**src/rtl/rtc_ctrl_pkg.sv**
```systemverilog
// Shared definitions for the rtc_ctrl command sequencer: command codes,
// FSM state encoding, payload widths and the latched request record.
package rtc_ctrl_pkg;

   localparam int PERIOD_W = 40;
   localparam int NS_W     = 38;
   localparam int SEC_W    = 48;
   localparam int ADJ_W    = 32;

   typedef enum logic [1:0] {
      CMD_PERIOD = 2'd0,
      CMD_TIME   = 2'd1,
      CMD_ADJ    = 2'd2,
      CMD_RSVD   = 2'd3
   } cmd_e;

   localparam logic [1:0] ST_IDLE     = 2'd0;
   localparam logic [1:0] ST_ISSUE    = 2'd1;
   localparam logic [1:0] ST_WAIT_ADJ = 2'd2;
   localparam logic [1:0] ST_DONE     = 2'd3;

   typedef struct packed {
      logic [1:0]          cmd;
      logic [PERIOD_W-1:0] period;
      logic [NS_W-1:0]     ns;
      logic [SEC_W-1:0]    sec;
      logic [ADJ_W-1:0]    adj_cnt;
   } req_t;

endpackage

```
**src/rtl/rtc_ctrl_arb.sv**
```systemverilog
// Two-way arbiter for rtc_ctrl. With RTC_CTRL_RR_EN defined the port granted
// last loses a tie (round-robin); otherwise port 0 always wins a tie.
module rtc_ctrl_arb (
   input  logic       clk,
   input  logic       rst,
   input  logic [1:0] req,
   input  logic       advance,
   output logic [1:0] gnt,
   output logic       last
);

   logic r_last;

   assign last = r_last;

`ifdef RTC_CTRL_RR_EN
   always_comb begin
      gnt = req;
      if (req == 2'b11) begin
         gnt = r_last ? 2'b01 : 2'b10;
      end
   end
`else
   always_comb begin
      gnt = req;
      if (req == 2'b11) begin
         gnt = 2'b01;
      end
   end
`endif

   // Doubles as the RR pointer and as the ack routing for the command in flight.
   always_ff @(posedge clk) begin
      if (rst) begin
         r_last <= 1'b1;
      end else if (advance && (gnt != 2'b00)) begin
         r_last <= gnt[1];
      end
   end

endmodule

```
**src/rtl/rtc_ctrl.sv**
```systemverilog
// Command sequencer in front of the rtc timer: arbitrates two requesters, issues
// one load strobe per command and holds off traffic during adjustments.
// Arbitration mode is selected by RTC_CTRL_RR_EN (see rtc_ctrl_arb).
module rtc_ctrl
   import rtc_ctrl_pkg::*;
#(
   parameter logic [31:0] ADJ_TIMEOUT = 32'd1000000
) (
   input  logic                clk,
   input  logic                rst,

   input  logic                r0_req,
   input  logic [1:0]          r0_cmd,
   input  logic [PERIOD_W-1:0] r0_period,
   input  logic [NS_W-1:0]     r0_ns,
   input  logic [SEC_W-1:0]    r0_sec,
   input  logic [ADJ_W-1:0]    r0_adj_cnt,
   output logic                r0_ack,
   output logic                r0_err,

   input  logic                r1_req,
   input  logic [1:0]          r1_cmd,
   input  logic [PERIOD_W-1:0] r1_period,
   input  logic [NS_W-1:0]     r1_ns,
   input  logic [SEC_W-1:0]    r1_sec,
   input  logic [ADJ_W-1:0]    r1_adj_cnt,
   output logic                r1_ack,
   output logic                r1_err,

   output logic                period_ld,
   output logic                time_ld,
   output logic                adj_ld,
   output logic [PERIOD_W-1:0] period_in,
   output logic [NS_W-1:0]     time_reg_ns_in,
   output logic [SEC_W-1:0]    time_reg_sec_in,
   output logic [ADJ_W-1:0]    adj_ld_data,
   output logic [PERIOD_W-1:0] period_adj,
   input  logic                adj_ld_done,
   output logic                busy
);

   logic [1:0]       w_req;
   logic [1:0]       w_gnt;
   logic             w_port;
   logic             w_advance;
   req_t             w_r0;
   req_t             w_r1;
   req_t             w_sel;
   logic             w_fin;
   logic             w_fin_err;
   logic [1:0]       w_ack;
   logic [1:0]       w_err;
   logic [1:0]       r_state;
   logic [ADJ_W-1:0] r_cnt;

   assign w_req     = {r1_req, r0_req};
   assign w_advance = (r_state == ST_IDLE) && (w_req != 2'b00);
   assign w_r0      = {r0_cmd, r0_period, r0_ns, r0_sec, r0_adj_cnt};
   assign w_r1      = {r1_cmd, r1_period, r1_ns, r1_sec, r1_adj_cnt};
   assign w_sel     = w_gnt[1] ? w_r1 : w_r0;

   rtc_ctrl_arb u_arb (
      .clk     (clk),
      .rst     (rst),
      .req     (w_req),
      .advance (w_advance),
      .gnt     (w_gnt),
      .last    (w_port)
   );

   // A command finishes either straight from ISSUE (no adjust strobe was
   // issued) or from WAIT_ADJ on done / timeout; done wins over timeout.
   always_comb begin
      w_fin     = 1'b0;
      w_fin_err = 1'b0;
      case (r_state)
         ST_ISSUE: begin
            if (!adj_ld) begin
               w_fin     = 1'b1;
               w_fin_err = !(period_ld || time_ld);
            end
         end
         ST_WAIT_ADJ: begin
            if (adj_ld_done) begin
               w_fin = 1'b1;
            end else if (r_cnt == (ADJ_TIMEOUT - 32'd1)) begin
               w_fin     = 1'b1;
               w_fin_err = 1'b1;
            end
         end
         default: ;
      endcase
   end

   always_ff @(posedge clk) begin
      if (rst) begin
         r_state         <= ST_IDLE;
         r_cnt           <= '0;
         busy            <= 1'b0;
         period_ld       <= 1'b0;
         time_ld         <= 1'b0;
         adj_ld          <= 1'b0;
         period_in       <= '0;
         time_reg_ns_in  <= '0;
         time_reg_sec_in <= '0;
         adj_ld_data     <= '0;
         period_adj      <= '0;
      end else begin
         period_ld <= 1'b0;
         time_ld   <= 1'b0;
         adj_ld    <= 1'b0;
         case (r_state)
            ST_IDLE: begin
               if (w_advance) begin
                  r_state <= ST_ISSUE;
                  busy    <= 1'b1;
                  // Strobes are registered here so they line up with the payload.
                  case (w_sel.cmd)
                     CMD_PERIOD: begin
                        period_in <= w_sel.period;
                        period_ld <= 1'b1;
                     end
                     CMD_TIME: begin
                        time_reg_ns_in  <= w_sel.ns;
                        time_reg_sec_in <= w_sel.sec;
                        time_ld         <= 1'b1;
                     end
                     CMD_ADJ: begin
                        if (w_sel.adj_cnt != '0) begin
                           adj_ld_data <= w_sel.adj_cnt;
                           period_adj  <= w_sel.period;
                           adj_ld      <= 1'b1;
                        end
                     end
                     default: ;
                  endcase
               end
            end
            ST_ISSUE: begin
               r_cnt   <= '0;
               r_state <= adj_ld ? ST_WAIT_ADJ : ST_DONE;
            end
            ST_WAIT_ADJ: begin
               if (w_fin) begin
                  r_state <= ST_DONE;
               end else begin
                  r_cnt <= r_cnt + 32'd1;
               end
            end
            ST_DONE: begin
               r_state <= ST_IDLE;
               busy    <= 1'b0;
            end
            default: r_state <= ST_IDLE;
         endcase
      end
   end

   for (genvar gi = 0; gi < 2; gi++) begin : g_port
      localparam logic PORT = (gi == 1);
      logic r_ack;
      logic r_err;

      always_ff @(posedge clk) begin
         if (rst) begin
            r_ack <= 1'b0;
            r_err <= 1'b0;
         end else begin
            r_ack <= w_fin && (w_port == PORT);
            r_err <= w_fin && w_fin_err && (w_port == PORT);
         end
      end

      assign w_ack[gi] = r_ack;
      assign w_err[gi] = r_err;
   end

   assign r0_ack = w_ack[0];
   assign r1_ack = w_ack[1];
   assign r0_err = w_err[0];
   assign r1_err = w_err[1];

endmodule

```
**config.mk**
```make
export PLATFORM = sky130hd
export DESIGN_NAME = rtc_ctrl
export DESIGN_NICKNAME = d
export VERILOG_FILES = /design/src/rtl/rtc_ctrl_pkg.sv /design/src/rtl/rtc_ctrl_arb.sv /design/src/rtl/rtc_ctrl.sv
export SDC_FILE = /design/constraint.sdc
export NUM_CORES = 1
export LEC_CHECK = 0
export CAP_MARGIN = 10
export CORE_AREA = 4 4 202 204
export DETAILED_ROUTE_END_ITERATION = 12
export DIE_AREA = 0 0 206 208
export PLACE_DENSITY = 0.61
export SLEW_MARGIN = 30
export SYNTH_ARGS = -nofsm -noshare
export SYNTH_HDL_FRONTEND = slang
export SYNTH_HIERARCHICAL = 1
export SYNTH_SLANG_ARGS = --single-unit
```
**constraint.sdc**
```tcl
create_clock -name clk -period 2.6 [get_ports clk]
set_input_delay 0.65 -clock clk [delete_from_list [all_inputs] [get_ports clk]]
set_output_delay 0.65 -clock clk [all_outputs]
set_load 0.05 [all_outputs]
```
=== After elaboration in Yosys (flattened, before gate mapping) ===
Index checks and enable logic that the tools add are counted.
Widths: inputs -> output; s select.

* Output and inout bits: 206
* Word-level logic and storage cells: 75
* Register bits after elaboration: 241

* Bitwise operators: 4
* Add/sub/neg operators: 1
* Equality and inequality tests: 10
* Mux-type cells: 20
* Reductions and logical operators: 24

{| class="wikitable"
|+ Operator list
! cell !! count
|-
| $mux 160 || 1
|-
| $pmux 32 s2 || 1
|-
| $add 32x1->32 const B || 1
|-
| $eq 32x20->1 const B || 1
|-
| $mux 32 || 1
|-
| $reduce_bool 32->1 || 1
|-
| $mux 1 || 10
|-
| $eq 2x2->1 const B || 4
|-
| $pmux 2 s4 || 1
|-
| $reduce_bool 2->1 || 4
|-
| $logic_and 1x1->1 || 7
|-
| $mux 2 || 3
|-
| $pmux 1 s2 || 3
|-
| $reduce_and 2->1 || 3
|-
| $reduce_and 3->1 || 2
|-
| $eq 2x1->1 const B || 2
|-
| $logic_not 2->1 || 2
|-
| $ne 2x2->1 const B || 2
|-
| $not 1->1 || 4
|-
| $reduce_and 4->1 || 1
|-
| $reduce_or 4->1 || 1
|-
| $reduce_or 3->1 || 1
|-
| $ne 2x1->1 const B || 1
|-
| $logic_not 1->1 || 1
|-
| $logic_or 1x1->1 || 1
|}

=== Logic depth before layout (Yosys ltp) ===
Gate-level depths: netlist of run 1.

* Word-level depth: 6
* Depth in mapped cells: 10
* Mapped depth without buffers: 7

=== Hierarchy ===
Netlist of run 1, hierarchy kept.

{| class="wikitable"
|+ By module, submodules not included
! module !! sequential area each (µm²) !! times used !! cells an instance !! area an instance (µm²)
|-
| rtc_ctrl || 4804.6 || 1 || 1176 || 11382.2
|-
| rtc_ctrl_arb || 20.0 || 1 || 6 || 47.5
|}

=== Worst setup path before layout of run 1 ===
Ideal clock, no wire load.

* Path type: input to register
* Start: input r1_req
* End: register time_reg_sec_in[0]
* Arrival: 2045 ps
* Setup time: 142 ps
* Stages on the path: 8
* Setup slack: 413 ps
* Required time: 2458 ps
* Cell sequence: nor2b_1 -> buf_2 -> nor3b_1 -> a31oi_1 -> nor2_1 -> clkbuf_1 -> buf_2 -> a211oi_1

* Longest elaborated chain between the ends: 5
* Elaborated cells on any way between the ends: 7

{| class="wikitable"
|+ Ends and longest elaborated chain
! what !! RTL line !! source
|-
| start: declaration || rtc_ctrl.sv:21 || <nowiki>input logic r1_req,</nowiki>
|-
| $eq 2x2->1 || rtc_ctrl_arb.sv:26 || <nowiki>if (req == 2'b11) begin</nowiki>
|-
| $mux 2 || rtc_ctrl_arb.sv:26 ||
|-
| $mux 160 || rtc_ctrl.sv:60 || <nowiki>assign w_sel = w_gnt[1] ? w_r1 : w_r0;</nowiki>
|-
| $eq 2x1->1 || rtc_ctrl.sv:118 || <nowiki>case (w_sel.cmd)</nowiki>
|-
| $reduce_and 3->1 (no line) || n/a ||
|-
| end signal: assignment || rtc_ctrl.sv:125 || <nowiki>time_reg_sec_in <= w_sel.sec;</nowiki>
|-
| end: declaration || rtc_ctrl.sv:35 || <nowiki>output logic [SEC_W-1:0] time_reg_sec_in,</nowiki>
|}

Several ways; a longest one is shown, not always the timed one.
A chain may end at the register's enable or synchronous reset.

=== Worst setup path in the final report of run 1 ===
* Start: register time_reg_ns_in[22]
* End: output time_reg_ns_in[22]

{| class="wikitable"
|+ RTL lines
! what !! RTL line !! source
|-
| start: declaration || rtc_ctrl.sv:34 || <nowiki>output logic [NS_W-1:0] time_reg_ns_in,</nowiki>
|-
| start signal: assignment || rtc_ctrl.sv:124 || <nowiki>time_reg_ns_in <= w_sel.ns;</nowiki>
|}

No word-level cell between the ends.

==> flow_summary.json, run 1 <==
{
  "outcome": "complete, no violations",
  "path_clk_slew_ps": 60,
  "regToRegSetupSlack_ps": 150,
  "firstDrtPassIters": 7,
  "slew_headroom_pct": 44.7,
  "drc": 0,
  "grt_max_degree": 94,
  "grt_usage_pct": 20.7,
  "dp_slack_ps": -588,
  "finalSetupViolCount": 0,
  "grt.busiest_layer": "met2",
  "grt_pass1_vias": 11345,
  "syn_nets": 1512,
  "path_buf_inv": 1,
  "max_freq_mhz": 407,
  "yosysWarningCount": 6,
  "finClkSkew_ps": 13.0,
  "die_width_um": 206,
  "hp-start": "rst",
  "syn-instance-count": 1181,
  "rr_startpoint": "r_cnt[26]",
  "p_leak_nw": 6.48,
  "holdWs_ps": 405,
  "cts_buffer_depth": 3,
  "cts_made_buffers": 29,
  "grt_use_met2_pct": 35.4,
  "path_class": "flop to output pin",
  "rsz0062_at_grt": "no",
  "setup_ws_ps": 140,
  "grt_use_met1_pct": 25.5,
  "hpwl_um": 36200,
  "final_net_count": 2062,
  "cts_tree": "done",
  "worst_pin_slew_ps": 829,
  "io_pins": 531,
  "rows": 73,
  "peakVddDrop_mv": 0.552,
  "hold_viol": 0,
  "h-tree-depth": 1,
  "final_layout_size_suffix_gt1_share_pct": 14.0,
  "crit_required_ps": 1950,
  "startpoint_type": "flop",
  "max-cap-violations": 0,
  "syn_area_sq_um": 11400,
  "holdPathStages": 2,
  "use_met3_pct": 5.99,
  "hp-class": "input pin to flop",
  "antenna_found_initial": 2,
  "critical_path_arrival_ps": 1810,
  "initial_utilization_pct": 29.1,
  "cts_root_buf": "clkbuf_16",
  "ant_nets": 0,
  "cp_max_fo": 2,
  "grt-ovfl-total": 0,
  "fin_crit_sh_pct": 94.6,
  "fin_util_pct": 47.8,
  "p_per_area_nw_per_um2": 750,
  "final_cell_mix": "clkdlybuf4s50_1 (529), dfxtp_1 (241), mux2i_1 (163), nor2_1 (156), a211oi_1 (130)",
  "hold_buffers": 0,
  "period_minus_slack_ps": 2460,
  "routed_wirelength_um": 47100,
  "min_to": "r_cnt[0]",
  "die_h_um": 208,
  "final.setup.tns_ps": 0,
  "grt_pass1_wl_um": 69600,
  "viasPerCell": 4.95,
  "clkLatencyLatePin_ps": 550,
  "p_total_w": 0.0141,
  "endpoint_kind": "output pin",
  "die_area_sq_um": 42800,
  "drtIter0Drc": 626,
  "max_stage_delay_ps": 870,
  "rr_worst_depth": 5,
  "wl_per_cell_um": 20.7,
  "drv_slew": 0,
  "r2r-end": "r_cnt[25]",
  "io_buffers": 530,
  "final_common_cell": "clkdlybuf4s50_1",
  "vias": 11275,
  "post_cts_buffers": 0,
  "coreArea_sq_um": 39300,
  "area_growth_pct": 64.4,
  "cp_top_family": "buffers and inverters",
  "critPathSlowestCell": "clkdlybuf4s50_1",
  "cts.sinks": 241,
  "crit_chain": "clkdlybuf4s50_1",
  "syn_area_per_cell_sq_um": 9.67,
  "gp_congestion": 0.863
}
-- through the flow --
| step | std cells | area (sq um) |
|---|---|---|
| 6_report | 2279 | 18800 |
| 5_1_grt | 2278 | 18800 |
| 4_1_cts | 2276 | 18800 |
| 3_5_place_dp | 2225 | 17800 |
| 3_3_place_gp | 2225 | 17800 |
| 2_1_floorplan | 1181 | 11400 |
-- layout make-up --
| class | instances | area, sq um |
|---|---|---|
| clock buffer | 43 | 838 |
| fill | 3748 | 20500 |
| clock inverter | 8 | 97.6 |
| tap | 525 | 657 |
| timing repair buffer | 630 | 6250 |
| sequential | 241 | 4820 |
| inverter | 9 | 33.8 |
| antenna | 3 | 7.51 |
| multi-input combinational | 820 | 6070 |
-- how the worst max path moves through the flow --
stage                            start            endpoint  slack [ps]  depth (start not counted)
floorplan                       r1_req  time_reg_sec_in[0]         410                          8
global placement        r0_adj_cnt[30]              adj_ld        -630                          8
detailed placement      r0_adj_cnt[30]      period_adj[39]        -590                          8
CTS                    adj_ld_data[26]     adj_ld_data[26]         100                          1
global route                  r_cnt[0]           r_cnt[25]          70                          5
finish              time_reg_ns_in[22]  time_reg_ns_in[22]         140                          1
-- sequential cells by signal (all words and copies together) (netlist names), 2 cells and up --
signal,flops
period_in,40
r_state,2
time_reg_ns_in,38
adj_ld_data,32
period_adj,40
time_reg_sec_in,48
r_cnt,32
-- layer usage --
metal  up-vias  share of wire [%]
met1      5296                 41
met3        52                7.9
met2       383                 49
met5         -                  0
met4         0                2.5
li1       5544                  -
-- power breakdown --
| group | internal [W] | switching, W | total (W) |
|---|---|---|---|
| combinational | 0.00216 | 0.00343 | 0.00559 |
| sequential | 0.00418 | 0.000286 | 0.00447 |
| clock | 0.00241 | 0.00162 | 0.00403 |
| total | 0.00876 | 0.00533 | 0.0141 |
-- repair_timing --
action | in CTS | in global routing
gates resized for setup | 1 | 1
cloned | 0 | 0
endpoints found under the setup margin | 1 | 3
Note: power is estimated with default switching activity, not from simulation.
==> run 2: changes to the inputs <==
--- a/config.mk
+++ b/config.mk
@@ -7,9 +7,11 @@
 export LEC_CHECK = 0
 export CAP_MARGIN = 10
 export CORE_AREA = 4 4 202 204
+export CTS_CLUSTER_DIAMETER = 30
 export DETAILED_ROUTE_END_ITERATION = 12
 export DIE_AREA = 0 0 206 208
-export PLACE_DENSITY = 0.61
+export DONT_BUFFER_PORTS = 1
+export PLACE_DENSITY = 0.44
 export SLEW_MARGIN = 30
 export SYNTH_ARGS = -nofsm -noshare
 export SYNTH_HDL_FRONTEND = slang
==> run 2 against run 1 <==
Critical path depth rose by 6. Cell count fell by 23%. Combinational power fell by 59%. Setup slack improved by 160 ps. Sequential cell count did not move. Total power rose by 19%. Via count fell by 16%. Fmax rose by 6.9%. Non-clock buffer count fell by 581. Wire length fell by 14%. Die area did not move. Global-route usage fell by 2.8 points.
==> flow_summary.json, run 2 (synthesis results as in run 1) <==
{
  "outcome": "complete, no violations",
  "path_class": "flop to flop",
  "endpoint_kind": "flop",
  "hpwl_um": 29700,
  "hp-class": "input pin to flop",
  "final_common_cell": "dfxtp_1",
  "h-tree-depth": 3,
  "drc": 0,
  "post_cts_buffers": 0,
  "cts_made_buffers": 66,
  "final_net_count": 1518,
  "antenna_cells": 0,
  "drv_slew": 0,
  "dp_slack_ps": -345,
  "startpoint_type": "flop",
  "gp_congestion": 0.804,
  "routed_wirelength_um": 40500,
  "wl_per_cell_um": 22.9,
  "ant_nets": 0,
  "firstDrtPassIters": 4,
  "peakVddDrop_mv": 0.559,
  "grt_pass1_vias": 9491,
  "io_pins": 531,
  "rsz0062_at_grt": "no",
  "crit_required_ps": 3060,
  "placed_area_sq_um": 12000,
  "period_minus_slack_ps": 2300,
  "worst_pin_slew_ps": 776,
  "drtIter0Drc": 623,
  "die_h_um": 208,
  "vias": 9470,
  "final_layout_size_suffix_gt1_share_pct": 20.9,
  "finalInstanceArea_sq_um": 14400,
  "cts_buffer_depth": 3,
  "cts_root_buf": "clkbuf_16",
  "rows": 73,
  "p_total_w": 0.0168,
  "initial_utilization_pct": 29.1,
  "final.setup.tns_ps": 0,
  "path_clk_slew_ps": 40,
  "die_area_sq_um": 42800,
  "antenna_found_initial": 0,
  "coreArea_sq_um": 39300,
  "cts.sinks": 241,
  "final_cell_mix": "dfxtp_1 (241), mux2i_1 (163), nor2_1 (156), a211oi_1 (130), nor3_1 (83)",
  "cp_max_fo": 16,
  "die_width_um": 206,
  "clkLatencyLatePin_ps": 570,
  "viasPerCell": 5.37,
  "regToRegSetupSlack_ps": 300,
  "max_freq_mhz": 435,
  "grt_max_degree": 217,
  "fill_cells": 3971,
  "hold_viol": 0,
  "cts_tree": "done",
  "setup_ws_ps": 299,
  "grt_usage_pct": 17.9,
  "finalSetupViolCount": 0,
  "p_leak_nw": 4.86,
  "grt_pass1_wl_um": 59600,
  "p_per_area_nw_per_um2": 1170,
  "critical_path_arrival_ps": 2760,
  "max-cap-violations": 0,
  "fin_crit_sh_pct": 88.5,
  "finClkSkew_ps": 17.4,
  "grt-ovfl-total": 0,
  "area_growth_pct": 25.6,
  "slew_headroom_pct": 48.3,
  "largest_reg_flops": 48,
  "io_buffers": 0,
  "regMostFlops": "time_reg_sec_in",
  "reg_top3": "time_reg_sec_in (48), period_adj (40), period_in (40)"
}
[run 2: path summary, 6_finish.rpt]
| path | startpoint | end | cells after the start |
|---|---|---|---|
| worst min-delay path | rst | time_reg_ns_in[19] | 1 |
| worst max-delay path | r_cnt[26] | r_cnt[4] | 7 |
| worst min register to register | r_cnt[28] | r_cnt[28] | 2 |
| worst max register to register | r_cnt[26] | r_cnt[4] | 7 |
[run 2: final cells by class]
cell class | instances | area (sq um) | share of cell area [%]
inverters | 9 | 33.8 | 0.235
multi-input cells | 820 | 6070 | 42.3
well taps | 525 | 657 | 4.58
flip-flops and latches | 241 | 4820 | 33.6
repair buffers | 49 | 455 | 3.17
clock inverters | 35 | 473 | 3.30
clock buffers | 86 | 1840 | 12.8
[run 2: timing repair]
action	CTS	global route
endpoints found under the setup margin	0	2
resized for setup	0	1
hold buffers	0	0
hold endpoints to repair	0	0
[run 2: report_power, final]
part | switching (W) | internal, W
sequential | 0.00200 | 0.00419
clock | 0.00243 | 0.00586
combinational | 0.00138 | 0.000925
[run 2: routing by layer]
layer	up-vias	part of all wire, %	wire length [um]	track usage, %
met5	-	0	0	0
met4	0	1.9	764	5.12
met3	62	8.8	3570	6.58
met2	377	48	19400	29.4
met1	4524	41	16800	22.1
li1	4507	-	-	-
[run 2: per-stage QoR]
stage	instances	hold slack, ps	util, %
after CTS	1765	137	36.5
after floorplan	1181	440	-
after global placement	1644	468	30.6
final	1765	173	36.5
after global routing	1765	132	36.5
after detailed placement	1644	477	30.6
[run 2: critical path, cell delays in order (launching register included)]
cell and delay, ps:
dfxtp_1 340, nor4_1 420, buf_4 190, nand4_2 100, buf_4 180, nor3_4 380
o21ai_4 240, a221oi_1 320
==> run 3: changes to the inputs <==
--- a/config.mk
+++ b/config.mk
@@ -10,8 +10,7 @@
 export CTS_CLUSTER_DIAMETER = 30
 export DETAILED_ROUTE_END_ITERATION = 12
 export DIE_AREA = 0 0 206 208
-export DONT_BUFFER_PORTS = 1
-export PLACE_DENSITY = 0.44
+export PLACE_DENSITY = 0.69
 export SLEW_MARGIN = 30
 export SYNTH_ARGS = -nofsm -noshare
 export SYNTH_HDL_FRONTEND = slang
==> constraint.sdc (replaced) <==
create_clock -name clk -period 2.45 [get_ports clk]
set_input_delay 0.6125 -clock clk [delete_from_list [all_inputs] [get_ports clk]]
set_output_delay 0.6125 -clock clk [all_outputs]
set_load 0.05 [all_outputs]
==> run 3 against run 2 <==
Die area unchanged. Cell count is 33% higher. Via count up 25%. Register-to-register slack worse by 130 ps. Critical path depth is 6 lower. Sequential power decreased by 23%.
==> flow_summary.json, run 3 (synthesis results as in run 1) <==
{
  "die_width_um": 206,
  "path_clk_slew_ps": 40,
  "cts_root_buf": "clkbuf_16",
  "critPathSlowestCell": "clkdlybuf4s50_1",
  "multi_input_area_sq_um": 6080,
  "grt_pass1_wl_um": 69900,
  "io_buffers": 530,
  "combPwrFrac_pct": 31.8,
  "grt_max_degree": 113,
  "regMostFlops": "time_reg_sec_in",
  "cts_buffer_depth": 3,
  "p_clk_share_pct": 42.9,
  "startpoint_type": "flop",
  "fin_crit_sh_pct": 98.1,
  "antenna_found_initial": 7,
  "dp_cells": 2230,
  "dp_slack_ps": -580,
  "period_minus_slack_ps": 2400,
  "final_cell_mix": "clkdlybuf4s50_1 (507), dfxtp_1 (241), mux2i_1 (163), nor2_1 (156), a211oi_1 (130)",
  "rsz0062_at_grt": "no",
  "cts.sinks": 241,
  "endpoint_kind": "output pin",
  "finClkSkew_ps": 14.0,
  "clkLatencyLatePin_ps": 590,
  "critical_path_arrival_ps": 1790,
  "outcome": "complete, no violations",
  "io_pins": 531,
  "grt_pass1_vias": 12170,
  "cts_made_buffers": 60,
  "ant_nets": 0,
  "fill_cells": 3534,
  "ff_latch_area_sq_um": 4820,
  "hold_buffers": 0,
  "max_freq_mhz": 416,
  "drv_slew": 0,
  "crit_required_ps": 1840,
  "final.setup.tns_ps": 0,
  "firstDrtPassIters": 5,
  "gp_congestion": 0.919,
  "grt_usage_pct": 20.6,
  "viasPerCell": 5.04,
  "max-cap-violations": 0,
  "finalNonFillerCells": 2346,
  "finalSetupViolCount": 0,
  "cts_tree": "done",
  "crit_chain": "clkdlybuf4s50_1",
  "hpwl_um": 35600,
  "grt-ovfl-total": 0,
  "max_stage_delay_ps": 830,
  "worst_pin_slew_ps": 699,
  "post_cts_buffers": 0,
  "area_growth_pct": 74.9,
  "die_area_sq_um": 42800,
  "seqPwrFrac_pct": 25.3,
  "rows": 73,
  "hp-class": "input pin to flop",
  "routed_wirelength_um": 46900,
  "die_h_um": 208,
  "p_int_w": 0.0124,
  "h-tree-depth": 2,
  "final_net_count": 2098,
  "final_common_cell": "clkdlybuf4s50_1",
  "swShare_pct": 34.2,
  "coreArea_sq_um": 39300,
  "final_layout_size_suffix_gt1_share_pct": 17.4,
  "p_switching_w": 0.00643,
  "reg_top3": "time_reg_sec_in (48), period_adj (40), period_in (40)",
  "slew_headroom_pct": 53.4,
  "cp_top_family": "buffers and inverters",
  "wl_per_cell_um": 20.0,
  "vias": 11833,
  "largest_reg_flops": 48,
  "hold_viol": 0,
  "drc": 0,
  "p_leak_nw": 7.27,
  "peakVddDrop_mv": 0.593,
  "path_class": "flop to output pin",
  "p_per_area_nw_per_um2": 941,
  "initial_utilization_pct": 29.1,
  "cp_max_fo": 2,
  "setup_ws_ps": 46.1,
  "drtIter0Drc": 609,
  "path_buf_inv": 1
}
run 3: cell count changes in the layout (fill, tap and decap cells not counted), moves of 7 or more:
cell	before	now
buf_4	42	91
buf_12	7	15
clkbuf_16	68	61
dlygate4sd2_1	0	13
dlymetal6s2s_1	0	8
clkdlybuf4s50_1	0	507
run 3: power by group through the flow:
| stage | logic (W) | clock network [W] | registers (W) |
|---|---|---|---|
| floorplan | 0.00193 | 0 | 0.00643 |
| global placement | 0.00589 | 0 | 0.00481 |
| detailed placement | 0.00598 | 0 | 0.00481 |
| CTS | 0.00599 | 0.00820 | 0.00476 |
| global route | 0.00631 | 0.00841 | 0.00481 |
| finish | 0.00597 | 0.00807 | 0.00476 |
run 3: cell type report:
class / instances / area share (%)
Timing Repair Buffer: 635 / 31.5
Inverter: 9 / 0.169
Sequential cell: 241 / 24.1
Antenna cell: 4 / 0.0501
Clock inverter: 34 / 1.92
Tap cell: 525 / 3.29
Clock buffer: 78 / 8.56
Multi-Input combinational cell: 820 / 30.4
run 3: stage by stage:
| step | total power, W | hold slack [ps] | util, % | instance area, sq um |
|---|---|---|---|---|
| 2_1_floorplan | 0.00836 | 440 | - | 11400 |
| 3_3_place_gp | 0.0107 | 466 | 45.5 | 17900 |
| 3_5_place_dp | 0.0108 | 472 | 45.5 | 17900 |
| 4_1_cts | 0.0189 | 382 | 50.8 | 19900 |
| 5_1_grt | 0.0195 | 421 | 50.9 | 20000 |
| 6_report | 0.0188 | 429 | 50.9 | 20000 |
run 3: worst reg2reg max path: stages, from the launching register on:
cell	delay (ps)
dfxtp_1	450
ha_1	400
nand3_1	220
or3_1	510
a21oi_2	420
a2bb2oi_1	210
run 3: path summary, 6_finish.rpt:
check	startpoint	to	slack, ps	cells after the start
max	adj_ld_data[28]	adj_ld_data[28]	50	1
max reg2reg	r_cnt[1]	r_cnt[25]	170	5
min reg2reg	r_cnt[28]	r_cnt[28]	470	2
min	rst	r_cnt[24]	430	3
run 3: timing repair:
item                       CTS  global route
pin swaps                    0             0
gates resized for setup     13            11
setup endpoints to repair   13            68
hold endpoints to repair     0             0
run 3: metal layers:
layer	vias up	routed length (um)	part of all wire [%]	GRT usage, %
met5	-	27	0.058	0
met4	4	1490	3.2	7.94
met3	83	3870	8.3	6.41
met2	475	22900	49	35.0
met1	5613	18600	40	24.3
li1	5658	-	-	-
